--- src/rtl/cdb_arbiter.sv ---
// -----------------------------------------------------------------------------
// cdb_arbiter
//
// Round-robin arbiter for the single common data bus (CDB). Four execution
// queues (0 = int, 1 = mult, 2 = div, 3 = ldst) each present one completed
// result. At most one of them is granted per cycle. The granted payload is
// broadcast from registered CDB outputs on the following cycle.
//
// Ports
//   clk               rising-edge clock
//   rst               asynchronous active-low reset
//   flush             mispredict squash; blocks grant and broadcast this cycle
//   req_valid[i]      requester i holds a result
//   req_data          requester i result at [i*DATA_W +: DATA_W]
//   req_tag           requester i destination tag at [i*TAG_W +: TAG_W]
//   req_branch[i]     result is a branch
//   req_branch_taken  branch resolved taken
//   req_grant         one-hot (or zero); requester consumed at this edge
//   cdb_data/tag      registered broadcast payload
//   cdb_valid         registered broadcast valid
//   cdb_branch        registered broadcast branch flag
//   cdb_branch_taken  registered broadcast taken flag
// -----------------------------------------------------------------------------
module cdb_arbiter #(
  parameter int DATA_W = 32,
  parameter int TAG_W  = 6,
  parameter int NREQ   = 4
) (
  input  logic                 clk,
  input  logic                 rst,
  input  logic                 flush,
  input  logic [NREQ-1:0]      req_valid,
  input  logic [NREQ*DATA_W-1:0] req_data,
  input  logic [NREQ*TAG_W-1:0]  req_tag,
  input  logic [NREQ-1:0]      req_branch,
  input  logic [NREQ-1:0]      req_branch_taken,
  output logic [NREQ-1:0]      req_grant,
  output logic [DATA_W-1:0]    cdb_data,
  output logic [TAG_W-1:0]     cdb_tag,
  output logic                 cdb_valid,
  output logic                 cdb_branch,
  output logic                 cdb_branch_taken
);

  // The pointer is exactly two bits wide so the mod-4 wrap is the natural
  // overflow of the addition; the arbiter only supports four requesters.
  logic [1:0]        ptr_q, ptr_d;
  logic [DATA_W-1:0] cdb_data_q, cdb_data_d;
  logic [TAG_W-1:0]  cdb_tag_q, cdb_tag_d;
  logic              cdb_valid_q, cdb_valid_d;
  logic              cdb_branch_q, cdb_branch_d;
  logic              cdb_branch_taken_q, cdb_branch_taken_d;

  logic [1:0] scan_idx;
  logic [1:0] win_idx;
  logic       win_found;
  logic       grant_vld;

  // Round-robin scan starting at the pointer; the first valid index wins.
  always_comb begin
    // NOTE: every variable gets a default before any conditional write so
    // that no path leaves it unassigned and no latch is inferred.
    scan_idx  = ptr_q;
    win_idx   = ptr_q;
    win_found = 1'b0;
    for (int k = 0; k < NREQ; k++) begin
      scan_idx = ptr_q + 2'(k);
      if (!win_found && req_valid[scan_idx]) begin
        win_found = 1'b1;
        win_idx   = scan_idx;
      end
    end
  end

  // Flush beats any request; rst is included so the grant drops
  // asynchronously while the block is held in reset.
  assign grant_vld = win_found && !flush && rst;

  always_comb begin
    req_grant = '0;
    if (grant_vld) begin
      req_grant[win_idx] = 1'b1;
    end
  end

  // Next-state: load the winner's payload, or hold the payload and drop
  // valid. Consumers ignore stale payload while cdb_valid is low.
  always_comb begin
    ptr_d              = ptr_q;
    cdb_data_d         = cdb_data_q;
    cdb_tag_d          = cdb_tag_q;
    cdb_branch_d       = cdb_branch_q;
    cdb_branch_taken_d = cdb_branch_taken_q;
    cdb_valid_d        = 1'b0;
    if (grant_vld) begin
      ptr_d              = win_idx + 2'd1;
      cdb_data_d         = req_data[DATA_W*int'(win_idx) +: DATA_W];
      cdb_tag_d          = req_tag[TAG_W*int'(win_idx) +: TAG_W];
      cdb_branch_d       = req_branch[win_idx];
      cdb_branch_taken_d = req_branch_taken[win_idx];
      cdb_valid_d        = 1'b1;
    end
  end

  // NOTE: sequential state uses non-blocking assignments so every flop
  // samples its _d value from before the edge, independent of block order.
  always_ff @(posedge clk or negedge rst) begin
    if (!rst) begin
      ptr_q              <= '0;
      cdb_data_q         <= '0;
      cdb_tag_q          <= '0;
      cdb_valid_q        <= 1'b0;
      cdb_branch_q       <= 1'b0;
      cdb_branch_taken_q <= 1'b0;
    end else begin
      ptr_q              <= ptr_d;
      cdb_data_q         <= cdb_data_d;
      cdb_tag_q          <= cdb_tag_d;
      cdb_valid_q        <= cdb_valid_d;
      cdb_branch_q       <= cdb_branch_d;
      cdb_branch_taken_q <= cdb_branch_taken_d;
    end
  end

  assign cdb_data         = cdb_data_q;
  assign cdb_tag          = cdb_tag_q;
  assign cdb_valid        = cdb_valid_q;
  assign cdb_branch       = cdb_branch_q;
  assign cdb_branch_taken = cdb_branch_taken_q;

endmodule

--- config.mk ---
export PLATFORM = sky130hd
export DESIGN_NAME = cdb_arbiter
export DESIGN_NICKNAME = d
export VERILOG_FILES = /design/src/rtl/cdb_arbiter.sv
export SDC_FILE = /design/constraint.sdc
export NUM_CORES = 1
export LEC_CHECK = 0
export CAP_MARGIN = 20
export CORE_UTILIZATION = 39
export DETAILED_ROUTE_END_ITERATION = 7
export MAX_ROUTING_LAYER = met4
export PLACE_DENSITY = 0.89
export SKIP_CTS_REPAIR_TIMING = 1
export SYNTH_ARGS = -nofsm -noshare
export SYNTH_HDL_FRONTEND = slang
export SYNTH_SLANG_ARGS = --single-unit
--- constraint.sdc ---
create_clock -name clk -period 2.72 [get_ports clk]
set_input_delay 0.544 -clock clk [delete_from_list [all_inputs] [get_ports clk]]
set_output_delay 0.544 -clock clk [all_outputs]
set_load 0.01 [all_outputs]
# After elaboration in Yosys (flattened, before gate mapping)
# Cells that the tools add are included.
word_totals:
  register_bits: 43
  wordCells: 52
  input_bits: 167
classes:
  mux: 23
  shift: 2
  n_reduce_logical: 10
  magnitude_cmp: 6
  mul: 1
  add_sub_neg: 4
op_table:
  columns: ["operator", "count"]
  rows:
  - ["$shiftx A128 B8 Y32", 1]
  - ["$shiftx A24 B6 Y6", 1]
  - ["$lt A2 B3 Y1 const B", 5]
  - ["$bmux W1 S2", 6]
  - ["$mux W1", 12]
  - ["$logic_and A1 B1 Y1", 6]
  - ["$mux W2", 3]
  - ["$add A2 B1 Y2 const B", 2]
  - ["$add A2 B2 Y2 const B", 2]
  - ["$logic_not A1 Y1", 4]
  - ["$mul A2 B2 Y4 const A", 1]
  - ["$mux W4", 1]
  - ["$demux W1 S2", 1]
  - ["$ge A2 B1 Y1 const B", 1]

# Longest topological paths before layout
logic_depth:
  ltp_word: 17
  ltp_mapped: 8

# Least setup slack after synthesis
# No wires, ideal clock.
synth_path:
  path_kind: "input port to output port"
  start: "input port req_valid[3]"
  end: "output port req_grant[2]"
  arrival_time_ps: 1663
  cell_stages: 6
  path_buffers: 3
  setup_slack_ps: 513
  t_required_ps: 2176
  cell_sequence: "buf_4 nor2b_4 a2111o_1 buf_4 buf_2 a21oi_1"
synth_via:
  elab_chain_len: 17
synth_lines:
  columns: ["item", "line", "source"]
  rows:
  - ["start: declaration", "32", "input logic [NREQ-1:0] req_valid,"]
  - ["$bmux W1 S2", "68", "if (!win_found && req_valid[scan_idx]) begin"]
  - ["$mux W1 (implied by the code)", "68", null]
  - ["$mux W1", "68", null]
  - ["$logic_not A1 Y1", "68", null]
  - ["$logic_and A1 B1 Y1", "68", null]
  - ["$mux W1", "68", null]
  - ["$logic_not A1 Y1", "68", null]
  - ["$logic_and A1 B1 Y1", "68", null]
  - ["$mux W1", "68", null]
  - ["$logic_not A1 Y1", "68", null]
  - ["$logic_and A1 B1 Y1", "68", null]
  - ["$mux W2", "68", null]
  - ["$lt A2 B3 Y1 (implied by the code) / $ge A2 B1 Y1 (equally long branches)", "82", "req_grant[win_idx] = 1'b1;"]
  - ["$logic_and A1 B1 Y1 (implied by the code)", "82", null]
  - ["$mux W1 (implied by the code)", "82", null]
  - ["$demux W1 S2", "82", null]
  - ["$mux W4 *", "81", "if (grant_vld) begin"]
  - ["end: declaration", "37", "output logic [NREQ-1:0] req_grant,"]
# Mark *: on every way between the ends. The rest lies on a longest branch, timed or not. The select of a mux whose other input is x is not followed.

# Final worst setup path
# Same ends and word-level chain as after synthesis.

==> results.json <==
{
  "worstReg2RegEnd": "cdb_data[17]",
  "finalCriticalPeriod_ps": 2380,
  "ys.flop_type": "dfrtp_1",
  "reg2reg_depth": 6,
  "peakVddDrop_mv": 0.817,
  "track_usage": 0.291,
  "grt_pass1_wl_um": 18800,
  "drv_slew": 0,
  "num_io_pins": 212,
  "cellPowerDensity_nw_per_um2": 662,
  "startpoint_type": "input pin",
  "cts_buffer_depth": 2,
  "placed_area_um2": 5370,
  "cap_violations": 0,
  "status": "finished clean",
  "critPathCaptureType": "output port",
  "num_rows": 32,
  "nNetsFinal": 735,
  "hold_violations": 0,
  "required_ps": 2180,
  "portBuffers": 211,
  "overflow": 0,
  "synth_area_um2": 3140,
  "reg2reg_from": "ptr_q[1]",
  "numCtsBuffers": 5,
  "reg2reg_setup_slack_ps": 530,
  "gp_congestion": 0.869,
  "syn_area_per_cell_um2": 8.62,
  "maxSlewHeadroom": 0.454,
  "synth_seq_cells": 43,
  "hpwl_um": 8640,
  "final-setup-viol-count": 0,
  "drive_gt1_frac": 0.134,
  "max_freq_ghz": 0.420,
  "grt_max_degree": 81,
  "clock_latency_ps": 290,
  "avgRoutedWirePerCell_um": 17.7,
  "final.period_utilization": 0.875,
  "cts_tree": "done",
  "cts_max_level": 2,
  "grt_pass1_vias": 3782,
  "p_leak_nw": 2.19,
  "yosys.area.top_type": "dfrtp_1",
  "clock_skew_ps": 5.18,
  "drtIter0Drc": 159,
  "critical_path_class": "input pin to output port",
  "drt-pass1-iter-count": 4,
  "ys_async_sr_fraction": 1.00,
  "final_cell_mix": "clkdlybuf4s50_1, nand3_1, nor2_1, dfrtp_1",
  "syn_inst": 364,
  "die_w_um": 91.7,
  "path_clk_slew_ps": 80,
  "synth_warnings": 0,
  "worstMarginPinSlew_ps": 818,
  "antenna_found_initial": 0,
  "ctsRootBufferMaster": "clkbuf_8",
  "coreArea_um2": 7770,
  "area_growth_pct": 74.8,
  "cts_sinks": 43,
  "yosysSeqAreaShare": 0.343,
  "yosysTopAreaCellShare": 0.343,
  "grt_setup_unrepaired": "false",
  "diodes": 0,
  "synth_edf_count": 0,
  "antenna_left": 0,
  "die_area_um2": 8410,
  "via_count": 3798,
  "arrival_ps": 1840,
  "power.total_mw": 3.63,
  "hp-class": "input pin to async pin",
  "syn_nets": 531,
  "routed_wl_um": 11900,
  "routed_via_density": 5.66,
  "critPathMaxFanout": 6,
  "final_common_cell": "clkdlybuf4s50_1",
  "ys_top_cells_by_area": "dfrtp_1, nand3_1, a221oi_1",
  "drc": 0,
  "chipHeight_um": 91.7,
  "start_util": 0.404,
  "ys_types": 27,
  "design_area_um2": 5490
}
per-layer routing:
layer	wire length, um	part of all wire	global-route usage	up-vias
met1	4620	0.39	0.335	1843
met2	6180	0.52	0.511	162
li1	-	-	-	1771
met5	0	0	-	-
met3	812	0.068	0.0556	22
met4	286	0.024	0.0898	0
worst max-delay path by stage:
stage	start	to	cells past startpoint
finish	req_valid[3]	req_grant[2]	8
global route	req_valid[3]	req_grant[2]	8
CTS	req_valid[3]	req_grant[1]	7
detailed placement	req_valid[3]	req_grant[1]	7
global placement	req_valid[0]	req_grant[2]	8
floorplan	req_valid[3]	req_grant[2]	6
sequential cells by signal (all words and copies together), names as in the netlist:
name	cells
cdb_tag	6
cdb_branch_taken	1
ptr_q	2
cdb_data	32
cdb_branch	1
cdb_valid	1
through the flow:
stage / TNS, ps / worst slack [ps] / utilization / hold WS [ps] / std cells
after floorplan: 0 / 513 / - / 248 / 364
after global placement: -2640 / -285 / 0.692 / 509 / 663
after detailed placement: -6850 / -367 / 0.692 / 516 / 663
after CTS: -1370 / -384 / 0.703 / 390 / 671
after global routing: 0 / 260 / 0.706 / 398 / 671
final: 0 / 341 / 0.706 / 375 / 671
layout make-up:
class                      count  area [um^2]
multi-input combinational    278         1850
clock inverter                 2         12.5
tap                          102          128
clock buffer                   6         72.6
inverter                       3         11.3
fill                         616         2280
sequential                    43         1080
timing repair buffer         237         2330
where the power goes:
part           internal (mW)  switching, mW  leakage [nW]
combinational           1.17           1.06          1.67
sequential             0.863          0.145         0.478
clock                  0.180          0.218        0.0412
total                   2.21           1.42          2.19
cells in the mapped netlist, types with 2 or more instances:
library cell	n
nand3_1	81
nor2_1	45
dfrtp_1	43
a21oi_1	41
a221oi_1	41
mux2_2	31
buf_2	15
clkbuf_1	11
mux2_1	10
buf_4	9
nand2_1	6
nor2b_1	6
buf_6	4
nor3_1	3
o21ai_1	3
a21oi_2	2
inv_1	2
nor2b_4	2
cells by family (layout without fill, tap and decap cells):
| logic type | count (synthesis) | in the layout | synth area share |
|---|---|---|---|
| flops | 43 | 43 | 0.343 |
| compound gates | 93 | 93 | 0.214 |
| buf+inv | 43 | 248 | 0.0777 |
| mux | 41 | 41 | 0.147 |
| simple gates | 144 | 144 | 0.218 |
worst max-delay path, stage by stage:
cell and delay, ps:
dlymetal6s2s_1 180, buf_4 190, nand2_1 140, a21oi_4 90, o221ai_4 210, nand2_1 110
a21oi_1 150, dlymetal6s2s_1 220
No activity file was read; power rests on OpenSTA's default activity.
